===== src/rtl/pht_updater.sv =====
// pht_updater: write-side controller for the pattern history table.
// Sweeps every entry to INIT_VALUE after reset or clear, then converts
// resolved-branch reports into 2-bit saturating-counter writes, correcting
// stale fetch-time counters from a short history of recent updates.
module pht_updater #(
  parameter int unsigned WADDR_WIDTH = 13,
  parameter logic [1:0]  INIT_VALUE  = 2'd1,
  parameter int unsigned FWD_DEPTH   = 2
) (
  input  logic                   clock,
  input  logic                   reset,
  input  logic                   clear,
  input  logic                   upd_valid,
  output logic                   upd_ready,
  input  logic [WADDR_WIDTH-1:0] upd_index,
  input  logic [1:0]             upd_ctr,
  input  logic                   upd_taken,
  output logic                   init_done,
  output logic                   pht_wen,
  output logic [WADDR_WIDTH-1:0] pht_waddr,
  output logic [1:0]             pht_wdata
);

  typedef enum logic {
    ST_INIT,
    ST_RUN
  } state_t;

  state_t                 state, state_next;
  logic [WADDR_WIDTH-1:0] ptr, ptr_next;
  // Set once the last address has been written, so the pointer never
  // counts past max and the following edge moves to RUN.
  logic                   sweep_end, sweep_end_next;

  logic                   wen_next;
  logic [WADDR_WIDTH-1:0] waddr_next;
  logic [1:0]             wdata_next;

  // Forwarding history; slot 0 is the newest accepted update.
  logic [FWD_DEPTH-1:0]                  fwd_valid;
  logic [FWD_DEPTH-1:0][WADDR_WIDTH-1:0] fwd_index;
  logic [FWD_DEPTH-1:0][1:0]             fwd_ctr;

  logic       accept;
  logic       hist_push;
  logic       hist_flush;
  logic       fwd_hit;
  logic [1:0] base_ctr;
  logic [1:0] new_ctr;

  assign init_done = (state == ST_RUN);
  assign upd_ready = (state == ST_RUN) && !clear;
  assign accept    = upd_valid && upd_ready;

  // Base counter: newest matching history entry, else the fetch-time value.
  always_comb begin
    base_ctr = upd_ctr;
    fwd_hit  = 1'b0;
    for (int unsigned i = 0; i < FWD_DEPTH; i++) begin
      if (!fwd_hit && fwd_valid[i] && (fwd_index[i] == upd_index)) begin
        base_ctr = fwd_ctr[i];
        fwd_hit  = 1'b1;
      end
    end
  end

  // Saturating increment/decrement of the base counter.
  always_comb begin
    if (upd_taken) begin
      new_ctr = (base_ctr == 2'd3) ? 2'd3 : base_ctr + 2'd1;
    end else begin
      new_ctr = (base_ctr == 2'd0) ? 2'd0 : base_ctr - 2'd1;
    end
  end

  // Next-state and next write-port values for the INIT/RUN controller.
  always_comb begin
    state_next     = state;
    ptr_next       = ptr;
    sweep_end_next = sweep_end;
    wen_next       = 1'b0;
    waddr_next     = pht_waddr;
    wdata_next     = pht_wdata;
    hist_push      = 1'b0;
    hist_flush     = 1'b0;
    case (state)
      ST_INIT: begin
        if (sweep_end) begin
          state_next     = ST_RUN;
          ptr_next       = '0;
          sweep_end_next = 1'b0;
        end else begin
          wen_next   = 1'b1;
          waddr_next = ptr;
          wdata_next = INIT_VALUE;
          if (ptr == '1) begin
            sweep_end_next = 1'b1;
          end else begin
            ptr_next = ptr + 1'b1;
          end
        end
      end
      ST_RUN: begin
        if (clear) begin
          state_next     = ST_INIT;
          ptr_next       = '0;
          sweep_end_next = 1'b0;
          hist_flush     = 1'b1;
        end else if (accept) begin
          wen_next   = (new_ctr != base_ctr);
          waddr_next = upd_index;
          wdata_next = new_ctr;
          hist_push  = 1'b1;
        end
      end
      default: begin
        state_next = ST_INIT;
      end
    endcase
  end

  // Controller state and registered PHT write port.
  always_ff @(posedge clock) begin
    if (reset) begin
      state     <= ST_INIT;
      ptr       <= '0;
      sweep_end <= 1'b0;
      pht_wen   <= 1'b0;
      pht_waddr <= '0;
      pht_wdata <= '0;
    end else begin
      state     <= state_next;
      ptr       <= ptr_next;
      sweep_end <= sweep_end_next;
      pht_wen   <= wen_next;
      pht_waddr <= waddr_next;
      pht_wdata <= wdata_next;
    end
  end

  // Forwarding history: shift in every accepted update, drop all on clear.
  always_ff @(posedge clock) begin
    if (reset || hist_flush) begin
      fwd_valid <= '0;
    end else if (hist_push) begin
      for (int unsigned i = FWD_DEPTH - 1; i > 0; i--) begin
        fwd_valid[i] <= fwd_valid[i-1];
        fwd_index[i] <= fwd_index[i-1];
        fwd_ctr[i]   <= fwd_ctr[i-1];
      end
      fwd_valid[0] <= 1'b1;
      fwd_index[0] <= upd_index;
      fwd_ctr[0]   <= new_ctr;
    end
  end

endmodule


===== config.mk =====
export PLATFORM = sky130hd
export DESIGN_NAME = pht_updater
export DESIGN_NICKNAME = d
export VERILOG_FILES = /design/src/rtl/pht_updater.sv
export SDC_FILE = /design/constraint.sdc
export NUM_CORES = 1
export LEC_CHECK = 0
export ABC_CLOCK_PERIOD_IN_PS = 6700
export CAP_MARGIN = 15
export CORE_ASPECT_RATIO = 0.9
export CORE_MARGIN = 8
export CORE_UTILIZATION = 45
export DETAILED_ROUTE_END_ITERATION = 8
export GPL_TIMING_DRIVEN = 0
export MAX_ROUTING_LAYER = met4
export PLACE_DENSITY = 0.77
export RECOVER_POWER = 100
export SYNTH_ARGS = -nofsm -noshare
export SYNTH_HDL_FRONTEND = slang
export SYNTH_SLANG_ARGS = --single-unit

===== constraint.sdc =====
create_clock -name clock -period 6.7 [get_ports clock]
set_input_delay 1.675 -clock clock [delete_from_list [all_inputs] [get_ports clock]]
set_output_delay 1.675 -clock clock [all_outputs]
set_load 0.01 [all_outputs]

# Yosys cells after proc, flatten, opt, wreduce, memory -nomap -nowiden

Cells that the tools add are included.

Equal/unequal tests: 10
Muxes and demuxes: 34
Bitwise operators: 2
Add/sub/neg operators: 3
Reductions and logical operators: 12

Operators by type and width:

| operator                                                           | number |
|---|---|
| 13-bit two-way mux                                                 | 6 |
| 13-bit one-hot mux with 2 select lines                             | 2 |
| 13-bit == test                                                     | 2 |
| 2-bit two-way mux                                                  | 8 |
| 1-bit two-way mux                                                  | 14 |
| 13-bit by 1-bit adder with 13-bit output, second input constant    | 1 |
| 13-bit == test, second input constant                              | 1 |
| 2-bit != test, second input constant                               | 3 |
| 1-bit one-hot mux with 2 select lines                              | 3 |
| 1-bit logical AND                                                  | 5 |
| 2-bit one-hot mux with 2 select lines                              | 1 |
| 2-bit AND reduction                                                | 2 |
| 3-bit != test, second input constant                               | 1 |
| 3-bit AND reduction                                                | 1 |
| 2-bit by 1-bit adder with 2-bit output, second input constant      | 1 |
| 2-bit == test, second input constant                               | 1 |
| 1-bit logical NOT                                                  | 2 |
| 2-bit logical NOT                                                  | 1 |
| 2-bit by 1-bit != test with 1-bit output, second input constant    | 1 |
| 2-bit != test                                                      | 1 |
| 1-bit inverter                                                     | 2 |
| 2-bit by 1-bit subtractor with 2-bit output, second input constant | 1 |
| 1-bit logical OR                                                   | 1 |

Flip-flop bits (word level): 63
Output and inout bits: 18

# Logic depth before layout (Yosys ltp)

Gate-level depths: netlist of run 1.

Depth in word-level cells: 14
Mapped depth: 8
Depth with buffers taken out: 7

# Worst setup path after synthesis of run 1

No wires, ideal clock.

Kind: input -> register
From: input port clear
To: register fwd_ctr[0] (netlist bit), enable pin
Arrival time: 3528 ps
Stages on the path: 4
Library setup time: 417 ps
Slack: 2755 ps
Buffers on the path: 1
Path through: nor2b_1 clkbuf_1 nand2_1 nor2_1

Word-level cells in the longest chain between the ends: 7
Elaborated cells between the ends (all ways): 11
Classes of those cells: mux: 5; bitwise: 1; reduce/logical: 5

RTL lines:

| what                          | RTL line | text |
|---|---|---|
| start, declared               | 12       | `input logic clear,` |
| 1-bit logical NOT             | 52       | `assign upd_ready = (state == ST_RUN) && !clear;` |
| 1-bit logical AND             | 52       |  |
| net upd_ready                 | 14       | `output logic upd_ready,` |
| 1-bit logical AND             | 53       | `assign accept = upd_valid && upd_ready;` |
| 1-bit two-way mux             | 109      | `end else if (accept) begin` |
| 1-bit two-way mux             | 104      | `if (clear) begin` |
| 1-bit two-way mux             | 86       | `case (state)` |
| 2-bit AND reduction (no line) | --       |  |
| end signal, assigned by index | 149      | `fwd_ctr[i] <= fwd_ctr[i-1];` |
| end, declared                 | 42       | `logic [FWD_DEPTH-1:0][1:0] fwd_ctr;` |

The timed path passes the listed nets, and every way through them passes these cells.
A chain may end at the register's enable or synchronous reset.

# Worst setup path after layout of run 1

From: input port clear
To: output port upd_ready

Word-level cells in the longest chain between the ends: 2

RTL lines:

| what              | RTL line |
|---|---|
| 1-bit logical NOT | 52 |
| 1-bit logical AND | 52 |
| end, declared     | 14 |

No other way between the ends.

==> summary.md, run 1 <==
| Metric | Value |
|---|---|
| DIE HEIGHT | 89.9 um |
| CP Launch Type | input pin |
| Hold Crit Class | reg2reg |
| Initial antenna violation count | 0 |
| Clk sinks | 63 |
| Netlist Area Pre-Place | 0.00273 mm^2 |
| Wirelength per Cell | 16.2 um |
| Final hold vios | 0 |
| Drt via density | 5.22 |
| Setup slack after layout | 1.75 ns |
| Logic pwr share | 0.053 |
| Commonest cells after routing, fill and taps aside | 33 x dfxtp_1, 33 x dlygate4sd3_1, 30 x edfxtp_1 |
| Clock network power share | 0.447 |
| Cell variety after synth | 37 |
| Min Tclk post-route | 4.95 ns |
| Final GP Congestion | 0.887 |
| Post-route insts no fill | 358 |
| Cell row count | 27 |
| Port bufs | 37 |
| Overflow left after global routing | 0 |
| Synth warnings | 0 |
| Vias in the first global route | 1915 |
| Vias | 1867 |
| Final total negative setup slack | 0 ns |
| Switching power | 0.180 mW |
| Fmax | 202 MHz |
| Routed WL | 5790 um |
| Post-Syn Nets | 253 |
| DRT iter0 DRCs | 116 |
| Maximum number of pins on one net before global-route repair | 18 |
| Max VDD drop | 0.124 mV |
| Die width | 98.2 um |
| CP Max Fanout | 6 |
| Seq/Total Area, Yosys | 0.571 |
| Clock root cell | clkbuf_8 |
| FF+latch count, synth | 63 |
| Rel. slew slack | 0.235 |
| Die footprint | 0.00883 mm^2 |
| CTS max path bufs | 2 |
| Final Cell Area | 0.00338 mm^2 |
| Final setup fails | 0 |
| Slew @ Worst Pin | 1.14 ns |
| Fin Hold WS | 0.461 ns |
| Placed Area | 0.00321 mm^2 |
| Mean Syn Cell Area | 11.8 um^2 |
| Status | finished clean |
| Worst stage delay on the critical path | 0.65 ns |
| Switching Share | 0.221 |
| Static Leak | 1.23 nW |
| Dpl ws | 1.87 ns |
| Hpwl dp | 4270 um |
| Cells after synthesis | 232 |
| Crit-path cells | dlygate4sd3_1 > nor2b_1 > clkbuf_1 > dlygate4sd3_1 |
| Initial Util | 0.455 |
| Max cap viols | 0 |
| Global-route wire length before repair | 9580 um |
| Critical path arrival | 3.27 ns |
| Clk slew on worst S/H paths | 0.08 ns |
| IO Pins | 38 |
| Max H-tree Level | 3 |
| Fraction of layout cells with a size suffix above 1 | 0.0734 |
| Skew-Pair Late Insertion Delay | 0.35 ns |
| Number of diodes | 0 |
| Residual DRC | 0 |
| Std-Cell Core Area | 0.00601 mm^2 |
| Crit path capture type | output port |
| Slowest-stage cell, CP | dlygate4sd3_1 |
| Fin util | 0.562 |
| CP required | 5.03 ns |
| CP delay by family, top | buffers and inverters |
| CTS tree | yes |
| Drt first pass iters | 4 |
| TritonCTS Buffers | 9 |
| Final ANT Viol Nets | 0 |
| Internal Power | 0.635 mW |
| Post-cts resize count | 0 |
| Sequential power share | 0.500 |
| Most frequent CP cell | dlygate4sd3_1 |
| Layout fillers | 532 |
| RSZ-0062 raised after global routing | false |
| P&R area growth vs syn | 23.7% |
| Clock skew | 0.00986 ns |
| Tcrit/Tclk final | 0.739 |
| R2r setup slk | 3.75 ns |
| # Post-CTS Setup Buffers | 0 |
| WS Path Type | in2out |
| Critical path buffers and inverters | 3 |
| Overall power after layout | 0.815 mW |
| Hold-fix buffers, CTS | 0 |
| Dpl cells | 342 |
| Fin. max-slew vios | 0 |
| Total track usage | 0.143 |
| Pwr Density | 241 mW/mm^2 |
| Nets | 302 |
==> final cells by class <==
type / instances / area (um^2) / share of cell area
clock buffer: 9 / 124 / 0.0366
tap: 72 / 90.1 / 0.0266
inverter: 3 / 11.3 / 0.00333
buffer: 9 / 35.0 / 0.0104
sequential: 63 / 1560 / 0.462
timing repair buffer: 38 / 374 / 0.111
clock inverter: 7 / 96.3 / 0.0285
multi-input combinational: 157 / 1090 / 0.322
==> registers in the layout, summed over array words and instances (netlist names) <==
| signal | count |
|---|---|
| fwd_ctr | 4 |
| init_done | 1 |
| sweep_end | 1 |
| pht_waddr | 13 |
| fwd_index | 26 |
| fwd_valid | 2 |
| pht_wen | 1 |
| pht_wdata | 2 |
| ptr | 13 |
==> routing by layer <==
layer  GRT usage  part of all wire
met5           -                 0
met4      0.0460            0.0092
met3      0.0593             0.042
met2       0.218              0.47
met1       0.168              0.47
==> cell usage after synthesis <==
| cell | instances | share of area |
|---|---|---|
| a211oi_1 | 13 | 0.036 |
| a21o_1 | 3 | 0.0082 |
| a21oi_1 | 5 | 0.0092 |
| a21oi_2 | 1 | 0.0032 |
| a31oi_1 | 1 | 0.0023 |
| a31oi_4 | 1 | 0.0078 |
| and2_1 | 3 | 0.0069 |
| and3_1 | 5 | 0.011 |
| and4_1 | 1 | 0.0032 |
| buf_2 | 2 | 0.0037 |
| clkbuf_1 | 7 | 0.0096 |
| dfxtp_1 | 33 | 0.24 |
| edfxtp_1 | 30 | 0.33 |
| ha_1 | 1 | 0.0046 |
| inv_1 | 3 | 0.0041 |
| maj3_2 | 1 | 0.0041 |
| mux2_1 | 2 | 0.0082 |
| mux2_2 | 1 | 0.0041 |
| mux2i_1 | 15 | 0.055 |
| mux2i_2 | 1 | 0.0050 |
| nand2_1 | 6 | 0.0082 |
| nand2b_1 | 2 | 0.0046 |
| nand3_1 | 5 | 0.0092 |
| nand4_1 | 9 | 0.021 |
| nand4b_1 | 1 | 0.0032 |
| nor2_1 | 29 | 0.040 |
| nor2b_1 | 2 | 0.0046 |
| nor3_1 | 3 | 0.0055 |
| nor4_1 | 1 | 0.0023 |
| nor4_4 | 1 | 0.0078 |
| o21ai_0 | 3 | 0.0055 |
| o21ai_2 | 1 | 0.0032 |
| o21bai_1 | 2 | 0.0055 |
| o41ai_2 | 1 | 0.0060 |
| or3_1 | 2 | 0.0046 |
| xnor2_1 | 23 | 0.074 |
| xor2_1 | 12 | 0.038 |
==> cell families (layout without fill, tap and decap cells) <==
kind of cell | count (synthesis) | in the layout | synth area share
mux | 19 | 19 | 0.0723
xor+xnor | 35 | 35 | 0.112
compound gates | 31 | 31 | 0.0865
simple gates | 70 | 70 | 0.132
buf+inv | 12 | 66 | 0.0174
flops | 63 | 63 | 0.571
fa+ha+maj | 2 | 2 | 0.00869
==> power by group through the flow <==
| stage | sequential, mW | combinational [mW] | clock [mW] |
|---|---|---|---|
| 2_1_floorplan | 0.416 | 0.0199 | 0 |
| 3_3_place_gp | 0.416 | 0.0455 | 0 |
| 3_5_place_dp | 0.416 | 0.0462 | 0 |
| 4_1_cts | 0.407 | 0.0465 | 0.370 |
| 5_1_grt | 0.408 | 0.0475 | 0.388 |
| 6_report | 0.407 | 0.0433 | 0.365 |
==> final timing paths <==
path,cells after the start,to,startpoint
worst max-delay path,4,upd_ready,clear
worst min-delay path,0,fwd_index[18]$_DFFE_PP_,fwd_index[5]$_DFFE_PP_
worst max register to register,6,fwd_index[6]$_DFFE_PP_,init_done$_SDFF_PP0_
worst min register to register,0,fwd_index[18]$_DFFE_PP_,fwd_index[5]$_DFFE_PP_
No activity file was read; power rests on OpenSTA's default activity.
==> run 2: changes to the inputs <==
--- a/config.mk
+++ b/config.mk
@@ -5,7 +5,7 @@
 export SDC_FILE = /design/constraint.sdc
 export NUM_CORES = 1
 export LEC_CHECK = 0
-export ABC_CLOCK_PERIOD_IN_PS = 6700
+export ABC_CLOCK_PERIOD_IN_PS = 5000
 export CAP_MARGIN = 15
 export CORE_ASPECT_RATIO = 0.9
 export CORE_MARGIN = 8
==> constraint.sdc (replaced) <==
create_clock -name clock -period 5 [get_ports clock]
set_input_delay 1.25 -clock clock [delete_from_list [all_inputs] [get_ports clock]]
set_output_delay 1.25 -clock clock [all_outputs]
set_load 0.01 [all_outputs]
==> results of run 2 <==
Same layout as run 1 (identical final DEF). Status: finished clean.
Among the figures that moved: setup slack after placement 1.87 ns -> 1.02 ns; setup slack after layout 1.75 ns -> 0.901 ns; register-to-register setup slack 3.75 ns -> 2.05 ns; total power 0.815 mW -> 1.09 mW; worst IR drop on VDD 0.124 mV -> 0.166 mV
==> run 3: changes to the inputs <==
--- a/config.mk
+++ b/config.mk
@@ -5,7 +5,7 @@
 export SDC_FILE = /design/constraint.sdc
 export NUM_CORES = 1
 export LEC_CHECK = 0
-export ABC_CLOCK_PERIOD_IN_PS = 5000
+export ABC_CLOCK_PERIOD_IN_PS = 3580
 export CAP_MARGIN = 15
 export CORE_ASPECT_RATIO = 0.9
 export CORE_MARGIN = 8
@@ -13,7 +13,7 @@
 export DETAILED_ROUTE_END_ITERATION = 8
 export GPL_TIMING_DRIVEN = 0
 export MAX_ROUTING_LAYER = met4
-export PLACE_DENSITY = 0.77
+export PLACE_DENSITY = 0.79
 export RECOVER_POWER = 100
 export SYNTH_ARGS = -nofsm -noshare
 export SYNTH_HDL_FRONTEND = slang
==> constraint.sdc (replaced) <==
create_clock -name clock -period 3.58 [get_ports clock]
set_input_delay 0.895 -clock clock [delete_from_list [all_inputs] [get_ports clock]]
set_output_delay 0.895 -clock clock [all_outputs]
set_load 0.01 [all_outputs]
==> run 3 against run 2 <==
- sequential share of layout area down 0.14 points
- non-clock buffer count unchanged
- power is 33% higher
- first-iteration DRC count fell by 5.2%
- final cell count is the same
- clock power up 24%
- sequential power up 40%
- cell area up 0.30%
- die area unchanged
- global-route usage up 0.28 points
- combinational power is 42% higher
- register-to-register slack got worse by 0.90 ns
- largest cell class unchanged
- largest power group unchanged
- highest routed layer unchanged
==> summary.md, run 3 (synthesis results as in run 1) <==
| Metric | Value |
|---|---|
| Status | finished clean (unchanged) |
| Static Leak | 1.24 nW (was 1.23 nW) |
| Fin. max-slew vios | 0 (unchanged) |
| TritonCTS Buffers | 9 (unchanged) |
| IO Pins | 38 (unchanged) |
| # Post-CTS Setup Buffers | 0 (unchanged) |
| CP required | 2.68 ns (was 3.75 ns) |
| Crit path capture type | output port (unchanged) |
| Setup slack after layout | 0.179 ns (was 0.901 ns) |
| Maximum number of pins on one net before global-route repair | 20 (was 18) |
| Dpl cells | 342 (unchanged) |
| Final setup fails | 0 (unchanged) |
| Max VDD drop | 0.260 mV (was 0.166 mV) |
| CTS tree | yes (unchanged) |
| Hold Crit Class | reg2reg (unchanged) |
| Final hold vios | 0 (unchanged) |
| Crit-path cells | dlygate4sd3_1 > nor2b_1 > clkbuf_1 > dlygate4sd3_1 (unchanged) |
| RSZ-0062 raised after global routing | false (unchanged) |
| R2R cell count | 6 (unchanged) |
| Layout fillers | 512 (was 532) |
| FF-to-FF End | fwd_index[5]$_DFFE_PP_ (was fwd_index[6]$_DFFE_PP_) |
| Total track usage | 0.146 (was 0.143) |
| Dpl ws | 0.0745 ns (was 1.02 ns) |
| Cell row count | 27 (unchanged) |
| Die width | 98.2 um (unchanged) |
| Drt first pass iters | 4 (unchanged) |
| Fmax | 294 MHz |
| Min Tclk post-route | 3.40 ns |
| Rel. slew slack | 0.222 (was 0.235) |
| Commonest cells after routing, fill and taps aside | 33 x dfxtp_1, 33 x dlygate4sd3_1, 30 x edfxtp_1 (unchanged) |
| Clock skew | 0.00870 ns (was 0.00986 ns) |
| Fraction of layout cells with a size suffix above 1 | 0.0699 (was 0.0734) |
| Nets | 302 (unchanged) |
| Clock root cell | clkbuf_8 (unchanged) |
| CTS max path bufs | 2 (unchanged) |
| Worst Setup SP | clear (unchanged) |
| Critical path arrival | 2.51 ns (was 2.85 ns) |
| Storage cell area | 0.00156 mm^2 (unchanged) |
| Std-Cell Core Area | 0.00601 mm^2 (unchanged) |
| R2r setup slk | 1.15 ns (was 2.05 ns) |
| Tcrit/Tclk final | 0.950 |
| CP Launch Type | input pin (unchanged) |
| Fin Hold WS | 0.462 ns (was 0.461 ns) |
| Number of diodes | 0 (unchanged) |
| R2R Path Start | init_done$_SDFF_PP0_ (unchanged) |
| Drt via density | 5.32 (was 5.22) |
| Global-route wire length before repair | 9830 um (was 9580 um) |
| Final Cell Area | 0.00339 mm^2 (was 0.00338 mm^2) |
| Routed WL | 5980 um (was 5790 um) |
| CP Capture Point | upd_ready (unchanged) |
| Clk slew on worst S/H paths | 0.07 ns (was 0.08 ns) |
| Regs by FF count | fwd_index: 26 flops, pht_waddr: 13 flops, ptr: 13 flops (unchanged) |
| Slowest-stage cell, CP | dlygate4sd3_1 (unchanged) |
| Hold-fix buffers, CTS | 0 (unchanged) |
| Placed Area | 0.00322 mm^2 (was 0.00321 mm^2) |
| Most frequent CP cell | dlygate4sd3_1 (unchanged) |
| Post-cts resize count | 0 (unchanged) |
| DIE HEIGHT | 89.9 um (unchanged) |
| Pwr Density | 427 mW/mm^2 (was 323 mW/mm^2) |
| Port bufs | 37 (unchanged) |
| Overflow left after global routing | 0 (unchanged) |
| Area of the multi-input gates | 0.00110 mm^2 (was 0.00109 mm^2) |
| Top reg by flops | fwd_index (unchanged) |
| Clk sinks | 63 (unchanged) |
| P&R area growth vs syn | 24.1% (was 23.7%) |
| Post-route insts no fill | 358 (unchanged) |
| Vias | 1905 (was 1867) |
| Final ANT Viol Nets | 0 (unchanged) |
| Residual DRC | 0 (unchanged) |
| Hpwl dp | 4430 um (was 4270 um) |
| Die footprint | 0.00883 mm^2 (unchanged) |
| Vias in the first global route | 2006 (was 1915) |
| WS Path Type | in2out (unchanged) |
| Initial antenna violation count | 0 (unchanged) |
| Largest register FFs | 26 (unchanged) |
| Max cap viols | 0 (unchanged) |
| Slew @ Worst Pin | 1.16 ns (was 1.14 ns) |
| Skew-Pair Late Insertion Delay | 0.35 ns (about the same) |
| CP Max Fanout | 6 (unchanged) |
| Wirelength per Cell | 16.7 um (was 16.2 um) |
| Initial Util | 0.455 (unchanged) |
| Worst stage delay on the critical path | 0.65 ns (about the same) |
| DRT iter0 DRCs | 110 (was 116) |
| Max H-tree Level | 3 (unchanged) |
| Final GP Congestion | 0.898 (was 0.887) |
==> run 3: worst min path at each step <==
stage,from,end,slack [ns],depth (start not counted)
floorplan,fwd_ctr[1]$_DFFE_PP_,fwd_ctr[3]$_DFFE_PP_,0.43,0
global placement,fwd_ctr[1]$_DFFE_PP_,fwd_ctr[3]$_DFFE_PP_,0.43,0
detailed placement,fwd_ctr[1]$_DFFE_PP_,fwd_ctr[3]$_DFFE_PP_,0.45,0
CTS,fwd_index[9]$_DFFE_PP_,fwd_index[22]$_DFFE_PP_,0.46,0
global route,fwd_ctr[1]$_DFFE_PP_,fwd_ctr[3]$_DFFE_PP_,0.48,0
finish,fwd_ctr[1]$_DFFE_PP_,fwd_ctr[3]$_DFFE_PP_,0.46,0
==> run 3: critical path, delay by kind of cell <==
kind          cells  cell delay, ns
simple gates      1            0.12
buf+inv           3            1.48
==> run 3: where the power goes <==
part           internal, mW  switching (mW)  leakage (nW)
combinational        0.0404          0.0420         0.612
clock                 0.337           0.267        0.0940
sequential            0.757         0.00641         0.537
==> run 3: metrics by stage <==
stage          utilization  total power [mW]  setup TNS, ns
5_1_grt              0.564              1.50              0
2_1_floorplan            -             0.816              0
3_5_place_dp         0.536             0.866              0
4_1_cts              0.568              1.47              0
3_3_place_gp         0.531             0.863         -16.77
6_report             0.564              1.45              0
==> run 3: routing by layer <==
| layer | part of all wire | global-route usage |
|---|---|---|
| met1 | 0.45 | 0.168 |
| met2 | 0.49 | 0.234 |
| met3 | 0.041 | 0.0501 |
| met4 | 0.012 | 0.0473 |
| met5 | 0 | - |
==> run 3: layout make-up <==
class | count | share of cell area
well taps | 72 | 0.0266
plain buffers | 9 | 0.0103
inverters | 3 | 0.00332
clock inverters | 4 | 0.0136
repair buffers | 38 | 0.117
clock buffers | 12 | 0.0428
multi-input cells | 157 | 0.326
flip-flops and latches | 63 | 0.460
